==> config.mk <==
export PLATFORM = sky130hd
export DESIGN_NAME = serial_tx_arbiter
export DESIGN_NICKNAME = d
export VERILOG_FILES = /design/src/rtl/serial_tx_pkg.sv /design/src/rtl/rr_picker.sv /design/src/rtl/serial_tx_arbiter.sv
export SDC_FILE = /design/constraint.sdc
export NUM_CORES = 1
export LEC_CHECK = 0
export CAP_MARGIN = 20
export CORE_ASPECT_RATIO = 1.4
export CORE_MARGIN = 3
export CORE_UTILIZATION = 43
export CTS_CLUSTER_SIZE = 25
export DETAILED_ROUTE_END_ITERATION = 8
export PLACE_DENSITY = 0.9
export SYNTH_ARGS = -nofsm -noshare
export SYNTH_HDL_FRONTEND = slang
export SYNTH_SLANG_ARGS = --single-unit
==> constraint.sdc <==
create_clock -name clk_i -period 2.3 [get_ports clk_i]
set_input_delay 0.46 -clock clk_i [delete_from_list [all_inputs] [get_ports clk_i]]
set_output_delay 0.46 -clock clk_i [all_outputs]
set_load 0.005 [all_outputs]
==> src/rtl/serial_tx_pkg.sv <==
// serial_tx_pkg: shared types and constants for the serial TX arbiter.
//   tx_state_t    : arbiter FSM states
//   FRAME_*       : shifter frame geometry (start + 8 data + stop, 16 clk/bit)
//   MAX_REQ/IDX_W : upper bound on requesters and width of a requester index
//   onehot()      : index -> one-hot vector sized for MAX_REQ
package serial_tx_pkg;

   typedef enum logic [1:0] {IDLE, LOAD, RELEASE, GAP} tx_state_t;

   localparam int FRAME_BITS   = 10;
   localparam int BIT_CLKS     = 16;
   localparam int FRAME_CYCLES = FRAME_BITS * BIT_CLKS;

   localparam int MAX_REQ = 8;
   localparam int IDX_W   = 3;

   function automatic logic [MAX_REQ-1:0] onehot(input logic [IDX_W-1:0] idx);
      return MAX_REQ'(1) << idx;
   endfunction

endpackage

==> src/rtl/rr_picker.sv <==
// rr_picker: combinational round-robin pick.
//   req_i    : request vector
//   rr_ptr_i : last granted index; scan starts at rr_ptr_i+1 (mod N_REQ)
//   valid_o  : any request present
//   winner_o : first requester found on the scan
module rr_picker
   import serial_tx_pkg::*;
#(
   parameter int N_REQ = 4
) (
   input  logic [N_REQ-1:0] req_i,
   input  logic [IDX_W-1:0] rr_ptr_i,
   output logic             valid_o,
   output logic [IDX_W-1:0] winner_o
);

   // Widened so any IDX_W index is in range regardless of N_REQ.
   logic [MAX_REQ-1:0] req_ext;
   logic [IDX_W-1:0]   idx;

   assign req_ext = MAX_REQ'(req_i);
   assign valid_o = |req_i;

   // Scan from farthest to nearest so the nearest set bit after rr_ptr wins.
   always_comb begin
      winner_o = '0;
      idx      = '0;
      for (int k = N_REQ; k >= 1; k--) begin
         idx = IDX_W'((int'(rr_ptr_i) + k) % N_REQ);
         if (req_ext[idx]) winner_o = idx;
      end
   end

endmodule

==> src/rtl/serial_tx_arbiter.sv <==
// serial_tx_arbiter: round-robin share of one serial byte shifter among N_REQ
// requesters. Latches the winner's byte, holds tx_load until tx_done, pulses
// a one-cycle ack to the winner, then idles GAP_CYCLES so the shifter re-arms.
//   clk_i, rst_i      : clock, synchronous active-high reset
//   req_i, req_byte_i : level requests and per-requester bytes (8 bits each)
//   ack_o, tx_err_o   : one-hot one-cycle completion / timeout pulses
//   grant_id_o, busy_o: current/last grantee, not-IDLE flag
//   tx_load_o, tx_byte_o, tx_done_i : shifter handshake
// Optional: define SERIAL_TX_TIMEOUT_EN to abandon a frame after
// TIMEOUT_CYCLES cycles in LOAD without tx_done (reported on tx_err_o).
module serial_tx_arbiter
   import serial_tx_pkg::*;
#(
   parameter int N_REQ          = 4,
   parameter int GAP_CYCLES     = 2,
   parameter int TIMEOUT_CYCLES = 255
) (
   input  logic               clk_i,
   input  logic               rst_i,
   input  logic [N_REQ-1:0]   req_i,
   input  logic [8*N_REQ-1:0] req_byte_i,
   output logic [N_REQ-1:0]   ack_o,
   output logic [N_REQ-1:0]   tx_err_o,
   output logic [IDX_W-1:0]   grant_id_o,
   output logic               busy_o,
   output logic               tx_load_o,
   output logic [7:0]         tx_byte_o,
   input  logic               tx_done_i
);

   localparam logic [7:0] GAP_LAST = 8'(GAP_CYCLES - 1);

   tx_state_t          state_q;
   logic [IDX_W-1:0]   rr_ptr_q, grant_id_q;
   logic [7:0]         tx_byte_q, gap_cnt_q, gap_cnt_d;
   logic               tx_load_q, busy_q;
   logic [N_REQ-1:0]   ack_q;
   logic               pick_vld;
   logic [IDX_W-1:0]   pick_id;
   logic [MAX_REQ-1:0][7:0] byte_arr;

   rr_picker #(.N_REQ(N_REQ)) u_pick (
      .req_i    (req_i),
      .rr_ptr_i (rr_ptr_q),
      .valid_o  (pick_vld),
      .winner_o (pick_id)
   );

   // Byte lanes padded to MAX_REQ so the grant index selects without width games.
   always_comb begin
      byte_arr = '0;
      for (int i = 0; i < N_REQ; i++) byte_arr[i] = req_byte_i[8*i +: 8];
   end

   assign gap_cnt_d = gap_cnt_q + 8'd1;

`ifdef SERIAL_TX_TIMEOUT_EN
   localparam logic [7:0] TO_LAST = 8'(TIMEOUT_CYCLES - 1);
   logic [7:0]       to_cnt_q, to_cnt_d;
   logic [N_REQ-1:0] tx_err_q;
   assign to_cnt_d = to_cnt_q + 8'd1;
   assign tx_err_o = tx_err_q;
`else
   assign tx_err_o = '0;
`endif

   always_ff @(posedge clk_i) begin
      if (rst_i) begin
         state_q    <= IDLE;
         rr_ptr_q   <= IDX_W'(N_REQ - 1);
         grant_id_q <= '0;
         tx_byte_q  <= '0;
         tx_load_q  <= 1'b0;
         busy_q     <= 1'b0;
         ack_q      <= '0;
         gap_cnt_q  <= '0;
`ifdef SERIAL_TX_TIMEOUT_EN
         to_cnt_q   <= '0;
         tx_err_q   <= '0;
`endif
      end else begin
         // Completion pulses last exactly one cycle (the RELEASE cycle).
         ack_q <= '0;
`ifdef SERIAL_TX_TIMEOUT_EN
         tx_err_q <= '0;
`endif
         case (state_q)
            IDLE: begin
               if (pick_vld) begin
                  tx_byte_q  <= byte_arr[pick_id];
                  grant_id_q <= pick_id;
                  rr_ptr_q   <= pick_id;
                  tx_load_q  <= 1'b1;
                  busy_q     <= 1'b1;
                  state_q    <= LOAD;
`ifdef SERIAL_TX_TIMEOUT_EN
                  to_cnt_q   <= '0;
`endif
               end
            end
            LOAD: begin
               // tx_done wins over a coincident timeout.
               if (tx_done_i) begin
                  tx_load_q <= 1'b0;
                  ack_q     <= N_REQ'(onehot(grant_id_q));
                  state_q   <= RELEASE;
               end
`ifdef SERIAL_TX_TIMEOUT_EN
               else if (to_cnt_q == TO_LAST) begin
                  tx_load_q <= 1'b0;
                  tx_err_q  <= N_REQ'(onehot(grant_id_q));
                  state_q   <= RELEASE;
               end else begin
                  to_cnt_q  <= to_cnt_d;
               end
`endif
            end
            RELEASE: begin
               gap_cnt_q <= '0;
               state_q   <= GAP;
            end
            GAP: begin
               // Stale tx_done is deliberately not looked at here.
               if (gap_cnt_q == GAP_LAST) begin
                  busy_q  <= 1'b0;
                  state_q <= IDLE;
               end else begin
                  gap_cnt_q <= gap_cnt_d;
               end
            end
            default: state_q <= IDLE;
         endcase
      end
   end

   assign ack_o      = ack_q;
   assign grant_id_o = grant_id_q;
   assign busy_o     = busy_q;
   assign tx_load_o  = tx_load_q;
   assign tx_byte_o  = tx_byte_q;

endmodule
==> impl_metrics.json, run 1 <==
{
  "netlist_area_mm2": 0.00156,
  "grt_pass1_vias": 1498,
  "grt.total_usage": 0.187,
  "initial_core_util": 0.452,
  "via_per_inst": 5.30,
  "antenna_left": 0,
  "min_path_type": "register to register",
  "via_count": 1441,
  "antenna_found_initial": 0,
  "die_y_um": 77.2,
  "grt_max_degree": 18,
  "ys.warnings.count": 0,
  "drtPass1Iterations": 4,
  "drive_gt1_frac": 0.121,
  "cts_tree": "yes",
  "cts_resized": 0,
  "ff2ff_path_depth": 6,
  "period_needed_ns": 2.15,
  "dieArea_mm2": 0.00439,
  "synth-edff-count": 0,
  "place_hpwl_um": 3110,
  "drtIter0Drc": 47,
  "power.density_mw_per_mm2": 918,
  "cts_root_buf": "clkbuf_8",
  "ctsHoldBuffers": 0,
  "synth_top_cell_by_area": "dfxtp_1",
  "relSlewSlack": 0.638,
  "crit_path_end_kind": "register",
  "worstPathCellList": "clkdlybuf4s50_1, buf_4, o21ai_0, o221a_2, mux2i_1, mux2_2, o21ai_0",
  "cts_sinks": 28,
  "drv_slew": 0,
  "cp_top_family": "compound AO/OA/AOI/OAI gates",
  "synthArstFlopShare": 0,
  "h-tree-depth": 1,
  "dr_wl_met3_um": 265,
  "cts_buffers": 3,
  "grt_pass1_wl_um": 6600,
  "antennaDiodeCount": 0,
  "crit_path_frequent_cell": "o21ai_0",
  "cp-start-kind": "primary input",
  "cp_num_cells": 7,
  "numPortBuffers": 54,
  "top_layer_used": "met4",
  "ys.flop_type": "dfxtp_1",
  "routedWlPerCell_um": 14.8,
  "met2_length_um": 2050,
  "ys_types": 35,
  "leakage_uw": 0.000882,
  "cts.path.max_buffers": 2,
  "fp.dieW_um": 56.9,
  "gp_congestion": 0.795,
  "crit_start": "req_i[1]",
  "ir_worst_vdd_uv": 531,
  "ios": 60,
  "hold_viol_final": 0,
  "reg2reg_from": "gap_cnt_q[0]",
  "final.setup_skew_ns": 0.00380,
  "crit_required_ns": 2.50,
  "cp_num_buf_inv": 2,
  "cp.arrival_ns": 2.35,
  "reg2reg_slack_ns": 0.32,
  "setup_viol": 0,
  "design_area_mm2": 0.00224,
  "clkTransAtPathRegs_ns": 0.10,
  "fin_crit_sh": 0.934,
  "r2r-end": "state_q[0]",
  "ys_top_cells_by_area": "dfxtp_1 (36%), mux2i_1 (11%), mux2_2 (5.8%)",
  "slowest_stage": "o221a_2",
  "drc": 0,
  "status": "finished, final reports clean",
  "maxCapViolCount": 0,
  "fmax_mhz": 465,
  "tightestPinTransition_ns": 0.543,
  "totalWireLength_um": 4010,
  "nets": 279,
  "avgSynthCellArea_um2": 9.16,
  "n_fill_cell": 269,
  "insertion_delay_ns": 0.28,
  "syn-instance-count": 170,
  "rows": 25,
  "globalRouteOverflowTotal": 0,
  "netlist.area_leader.share": 0.360,
  "critPathMaxStageDelay_ns": 0.57,
  "synth_most_common_cell": "dfxtp_1",
  "post-cts-setup-buffers": 0,
  "met1Wirelength_um": 1590,
  "synth-seq-cells": 28,
  "ys_top_cells_by_count": "dfxtp_1 (28), mux2i_1 (17), nor2_1 (17)",
  "yosysSeqAreaShare": 0.360,
  "area_growth_pct": 44.2,
  "crit_path_end": "tx_byte_o[1]",
  "core_mm2": 0.00344,
  "grt_setup_unrepaired": "false",
  "fin_ws_ns": 0.151,
  "path_class": "primary input to register",
  "crit_fanout": 17,
  "place_ws_ns": -0.165,
  "placed_area_mm2": 0.00217
}
[cell families after synthesis]
| group | Yosys count | synth area share |
|---|---|---|
| XOR/XNOR | 4 | 0.0225 |
| flip-flops | 28 | 0.360 |
| other | 1 | 0.00241 |
| AO/OA/AOI/OAI | 29 | 0.126 |
| adder cells (fa/ha/maj) | 7 | 0.0563 |
| buffers and inverters | 15 | 0.0531 |
| AND/OR/NAND/NOR | 60 | 0.205 |
| multiplexers | 26 | 0.174 |
[state kept, by name, indices dropped and copies added, names as in the netlist]
name        count
ack_o           4
busy_o          1
gap_cnt_q       8
grant_id_o      2
rr_ptr_q        2
state_q         2
tx_byte_o       8
tx_load_o       1
[layout make-up]
cell class | instances | area, um^2 | share of cell area
Multi-Input combinational cell | 131 | 928 | 0.414
Timing Repair Buffer | 64 | 616 | 0.274
Sequential cell | 28 | 561 | 0.250
Tap cell | 40 | 50.0 | 0.0223
Clock buffer | 3 | 41.3 | 0.0184
Clock inverter | 1 | 30.0 | 0.0134
Inverter | 5 | 18.8 | 0.00836
[placed cells by master (no fill, tap or decap), types with 3 or more instances in the layout]
cell type	synthesis	final
clkdlybuf4s50_1	0	54
dfxtp_1	28	28
mux2i_1	17	17
nor2_1	17	17
o21ai_0	12	12
nand2_1	11	11
buf_4	7	10
mux2_2	8	8
nand3b_1	8	8
a21oi_1	7	7
ha_1	7	7
inv_1	5	5
nand2b_1	5	5
conb_1	1	5
nor2b_1	4	4
nor3_1	4	4
clkbuf_8	0	3
[power by group]
part | internal (uW) | total, uW | leakage, uW | switching, uW
combinational | 533 | 935 | 0.000617 | 402
clock | 233 | 392 | 0.0000357 | 159
sequential | 617 | 733 | 0.000229 | 116
total | 1380 | 2060 | 0.000882 | 678
[routing by layer]
layer	GRT usage	vias up
met1	0.197	666
met5	0	-
met4	0.0835	0
met3	0.0320	9
li1	-	708
met2	0.351	58
[worst min path at each step]
stage	from	end	slack, ns	depth (start not counted)
final	tx_byte_o[7]	tx_byte_o[7]	0.50	2
after global routing	tx_byte_o[7]	tx_byte_o[7]	0.53	2
after CTS	tx_byte_o[7]	tx_byte_o[7]	0.50	2
after detailed placement	tx_byte_o[7]	tx_byte_o[7]	0.47	2
after global placement	busy_o	busy_o	0.46	2
after floorplan	grant_id_o[0]	ack_o[2]	0.45	1
[through the flow]
stage	hold WS, ns	total power (uW)	instances	utilization	TNS [ns]
after floorplan	0.455	1250	174	-	0
after global placement	0.455	1640	268	0.632	-0.120
after detailed placement	0.474	1680	268	0.632	-0.779
after CTS	0.497	2070	272	0.652	0
after global routing	0.527	2190	272	0.652	0
final	0.496	2060	272	0.652	0
[worst reg2reg max path, stage by stage, from the launching register on]
cell	delay, ns
dfxtp_1	0.41
ha_1	0.17
or4b_4	0.47
o41ai_4	0.25
buf_4	0.20
nand3_1	0.13
a211oi_1	0.27
Power figures use the tool's default switching activity.
==> run 2: changes to the inputs <==
==> constraint.sdc (replaced) <==
create_clock -name clk_i -period 2.3 [get_ports clk_i]
set_input_delay 0.23 -clock clk_i [delete_from_list [all_inputs] [get_ports clk_i]]
set_output_delay 0.23 -clock clk_i [all_outputs]
set_load 0.005 [all_outputs]
==> run 2 against run 1 <==
Net effect:
- total power fell by 2.6%
- sequential share of layout area rose by 0.60 points
- clock power fell by 2%
- critical path type is now register to register
- critical endpoint is now state_q[0]
- largest power group unchanged
- highest routed layer unchanged
==> impl_metrics.json, run 2 (same netlist as run 1, synthesis figures left out) <==
{
  "cts_root_buf": "clkbuf_8",
  "antenna_left": 0,
  "n_fill_cell": 286,
  "finalPower_uw": 2010,
  "antennaDiodeCount": 0,
  "fp.dieW_um": 56.9,
  "slowest_stage": "or4b_4",
  "dieArea_mm2": 0.00439,
  "final_cells": 265,
  "crit_path_end_kind": "register",
  "area_growth_pct": 40.8,
  "cts_buffers": 3,
  "final.setup_skew_ns": 0.00544,
  "drtIter0Drc": 37,
  "fmax_mhz": 493,
  "period_needed_ns": 2.03,
  "die_y_um": 77.2,
  "hold_ws_ns": 0.496,
  "fin_ws_ns": 0.271,
  "drtPass1Iterations": 4,
  "grt.total_usage": 0.170,
  "rows": 25,
  "drv_slew": 0,
  "crit_fanout": 7,
  "place_hpwl_um": 2990,
  "post-cts-setup-buffers": 0,
  "antenna_found_initial": 0,
  "drive_gt1_frac": 0.0933,
  "final-seq-area_um2": 561,
  "crit_required_ns": 2.46,
  "power.density_mw_per_mm2": 915,
  "routedWlPerCell_um": 14.1,
  "hold_viol_final": 0,
  "drc": 0,
  "via_per_inst": 5.27,
  "gp_congestion": 0.820,
  "insertion_delay_ns": 0.28,
  "tightestPinTransition_ns": 0.819,
  "core_mm2": 0.00344,
  "path_class": "register to register",
  "grt_pass1_vias": 1403,
  "leakage_uw": 0.000848,
  "h-tree-depth": 1,
  "cp.arrival_ns": 2.19,
  "clkTransAtPathRegs_ns": 0.10,
  "utilization": 0.637,
  "min_path_type": "register to register",
  "globalRouteOverflowTotal": 0,
  "final_common_cell": "clkdlybuf4s50_1",
  "ir_worst_vdd_uv": 548,
  "mostFrequentLayoutCells": "clkdlybuf4s50_1 (54), dfxtp_1 (28), mux2i_1 (17), nor2_1 (17), o21ai_0 (12)",
  "ctsHoldBuffers": 0,
  "dp_cells": 261,
  "ios": 60,
  "cts_tree": "yes",
  "critPathMaxStageDelay_ns": 0.47,
  "totalWireLength_um": 3740,
  "cts.path.max_buffers": 2,
  "numPortBuffers": 54,
  "grt_setup_unrepaired": "false",
  "cts_resized": 0,
  "via_count": 1397,
  "place_ws_ns": -0.00223,
  "fin_crit_sh": 0.882,
  "multi_input_area_um2": 928,
  "initial_core_util": 0.452,
  "worstPathCellList": "ha_1, or4b_4, o41ai_4, buf_4, nand3_1, nor3_1, a211oi_1",
  "cp-start-kind": "register",
  "grt_pass1_wl_um": 6040,
  "maxCapViolCount": 0,
  "nets": 272,
  "cts_sinks": 28,
  "grt_max_degree": 18,
  "status": "finished, final reports clean",
  "relSlewSlack": 0.452,
  "setup_viol": 0
}
==> run 2: cell count changes in the layout (fill, tap and decap cells not counted) <==
| cell | change |
|---|---|
| buf_4 | -7 |
==> run 2: critical path: cells and delay by family (launching register included) <==
kind                       cells  cell delay (ns)
AOI/OAI and AO/OA              2             0.32
and+or+nand+nor                3             0.82
buffers and inverters          1             0.20
adders and majority gates      1             0.17
DFF                            1             0.42
==> run 2: area by class of cell <==
class,instances,area share
Tap cell,40,0.0228
Timing Repair Buffer,57,0.257
Clock buffer,3,0.0188
Multi-Input combinational cell,131,0.424
Inverter,5,0.00856
Clock inverter,1,0.0137
Sequential cell,28,0.256
==> run 2: per-layer routing <==
metal	wire length (um)	GRT usage
met1	1430	0.176
met2	1970	0.325
met3	276	0.0219
met4	63	0.0789
met5	0	0
==> run 2: power breakdown <==
group	switching, uW	total, uW	internal, uW
logic	394	899	505
registers	106	723	617
clock network	152	385	233
total	652	2010	1360
==> run 2: path summary, 6_finish.rpt <==
| path | from | to | depth (start not counted) | slack, ns |
|---|---|---|---|---|
| setup / recovery | gap_cnt_q[0] | state_q[0] | 7 | 0.27 |
| hold / removal | grant_id_o[1] | ack_o[2] | 2 | 0.50 |
| setup reg to reg | gap_cnt_q[0] | state_q[0] | 7 | 0.27 |
| hold reg to reg | grant_id_o[1] | ack_o[2] | 2 | 0.50 |
==> run 2: per-stage QoR <==
| stage | setup TNS, ns | area (um^2) |
|---|---|---|
| 6_report | 0 | 2190 |
| 5_1_grt | 0 | 2190 |
| 4_1_cts | 0 | 2190 |
| 3_5_place_dp | -0.00223 | 2120 |
| 3_3_place_gp | 0 | 2120 |
| 2_1_floorplan | 0 | 1570 |
==> run 3: changes to the inputs <==
CORE_UTILIZATION = 44   (was 43)
PLACE_DENSITY = 0.91   (was 0.9)
SYNTH_HIERARCHICAL = 1   (was not set)
==> run 3 against run 2 <==
Net effect:
- worst setup slack improved by 0.14 ns
- sequential share of layout area fell by 0.17 points
- critical path depth did not move
- die area rose by 1.2%
- clock-buffer cell count rose by 2
- synthesized area rose by 3.7%
- clock power rose by 4%
- combinational power barely moved
- global-route usage rose by 1.6 points
- hold slack got worse by 0.040 ns
- cell area rose by 4.3%
==> impl_metrics.json, run 3 <==
{
  "synth-seq-cells": 29,
  "synth.area.mux_share": 0.118,
  "power.density_mw_per_mm2": 876,
  "die_y_um": 77.7,
  "path_class": "register to register",
  "synthArstFlopShare": 0,
  "netlist.area_leader.share": 0.360,
  "mostFrequentLayoutCells": "clkdlybuf4s50_1 (55), dfxtp_1 (29), a21oi_1 (24)",
  "n_fill_cell": 287,
  "synth_top_cell_by_area": "dfxtp_1",
  "globalRouteOverflowTotal": 0,
  "finalSetupTns_ns": 0,
  "ys_top_cells_by_area": "dfxtp_1 (36%), mux4_2 (11%), a21oi_1 (7.4%)",
  "ys_top_cells_by_count": "dfxtp_1 (29), a21oi_1 (24), nand2_1 (22)",
  "netlist_area_mm2": 0.00161,
  "maxCapViolCount": 0,
  "initial_core_util": 0.469,
  "synth_adder_area_share": 0.0543,
  "routedWlPerCell_um": 14.2,
  "setup_viol": 0,
  "dieArea_mm2": 0.00444,
  "synth_xor_area_frac": 0,
  "area_growth_pct": 41.6,
  "insertion_delay_ns": 0.28,
  "via_per_inst": 5.49,
  "crit_required_ns": 2.47,
  "ctsHoldBuffers": 0,
  "numPortBuffers": 55,
  "synth-edff-count": 0,
  "slowest_stage": "mux4_2",
  "ys_types": 40,
  "yosysSeqAreaShare": 0.360,
  "status": "finished, final reports clean",
  "clkTransAtPathRegs_ns": 0.06,
  "cts_root_buf": "clkbuf_8",
  "fmax_mhz": 530,
  "ys.warnings.count": 6,
  "antennaDiodeCount": 0,
  "cts_buffers": 5,
  "synth_most_common_cell": "dfxtp_1",
  "crit_path_end_kind": "register",
  "grt_max_degree": 20,
  "gp_congestion": 0.834,
  "grt_setup_unrepaired": "false",
  "final_common_cell": "clkdlybuf4s50_1",
  "grt.total_usage": 0.186,
  "min_path_type": "register to register",
  "leakage_uw": 0.000847,
  "place_hpwl_um": 3180,
  "ys.flop_type": "dfxtp_1",
  "syn-instance-count": 179,
  "cp.arrival_ns": 2.05,
  "hold_viol_final": 0,
  "drv_slew": 0,
  "cp-start-kind": "register",
  "cts.path.max_buffers": 2,
  "drtPass1Iterations": 4,
  "final.setup_skew_ns": 0.00236,
  "grt_pass1_wl_um": 6270,
  "drive_gt1_frac": 0.127,
  "crit_fanout": 9,
  "worstPathCellList": "nand2b_1, a21oi_2, o221ai_2, buf_12, mux4_2, nand3b_1, a21oi_1",
  "period_needed_ns": 1.89,
  "cts_sinks": 29,
  "fp.dieW_um": 57.2,
  "core_mm2": 0.00344,
  "synthSimpleGateAreaFrac": 0.235,
  "synth_top_family_by_area": "simple AND/OR/NAND/NOR gates",
  "nets": 281,
  "synth_compound_area_frac": 0.165,
  "totalWireLength_um": 3930,
  "utilization": 0.664,
  "antenna_left": 0,
  "cts_tree": "yes",
  "drtIter0Drc": 32,
  "post-cts-setup-buffers": 0,
  "fin_crit_sh": 0.820,
  "avgSynthCellArea_um2": 9.02,
  "antenna_found_initial": 0,
  "critPathMaxStageDelay_ns": 0.51,
  "ios": 60,
  "h-tree-depth": 2,
  "rows": 25,
  "via_count": 1515,
  "grt_pass1_vias": 1379,
  "cts_resized": 0,
  "ir_worst_vdd_uv": 709,
  "drc": 0
}
==> run 3: layer usage <==
layer	up-vias	global-route usage	share of wire
met1	708	0.200	0.37
met3	12	0.0333	0.036
met5	-	0	0
met4	0	0.116	0.033
met2	44	0.326	0.56
li1	751	-	-
==> run 3: cell families (layout without fill, tap and decap cells) <==
group,Yosys count,count (layout)
AND/OR/NAND/NOR,69,69
AO/OA/AOI/OAI,42,42
flip-flops,29,29
buffers and inverters,21,75
multiplexers,9,9
adder cells (fa/ha/maj),7,7
other,2,5
==> run 3: area by class of cell <==
cell class / instances / area [um^2] / share of cell area
inverters: 7 / 26.3 / 0.0115
multi-input cells: 132 / 942 / 0.412
clock inverters: 3 / 17.5 / 0.00766
well taps: 40 / 50.0 / 0.0219
clock buffers: 5 / 68.8 / 0.0301
repair buffers: 60 / 601 / 0.263
flip-flops and latches: 29 / 581 / 0.254
==> run 3: worst paths after layout <==
kind | from | end | slack [ns] | cells past startpoint
setup / recovery | rr_ptr_q[1] | tx_byte_o[4] | 0.41 | 7
hold / removal | tx_byte_o[6] | tx_byte_o[6] | 0.46 | 2
setup reg to reg | rr_ptr_q[1] | tx_byte_o[4] | 0.41 | 7
hold reg to reg | tx_byte_o[6] | tx_byte_o[6] | 0.46 | 2
==> run 3: report_power, final <==
group	internal, uW	switching (uW)	leakage [uW]
registers	606	97.3	0.000237
logic	470	427	0.000567
clock network	208	194	0.0000439
total	1280	718	0.000847
==> run 3: through the flow <==
stage               cell area (um^2)  setup WS (ns)  hold WS [ns]  total power [uW]  cells
CTS                             2290          0.413         0.454              2020    276
global placement                2200          0.177         0.445              1570    268
global route                    2290          0.307         0.508              2140    276
finish                          2290          0.414         0.456              2000    276
detailed placement              2200          0.135         0.445              1610    268
floorplan                       1630          0.524         0.417              1260    182
==> run 3: critical path: cells and delay by family, from the launching register on <==
family / cells / cell delay [ns]
mux: 1 / 0.51
flops: 1 / 0.45
compound gates: 3 / 0.35
buf+inv: 1 / 0.17
simple gates: 2 / 0.29
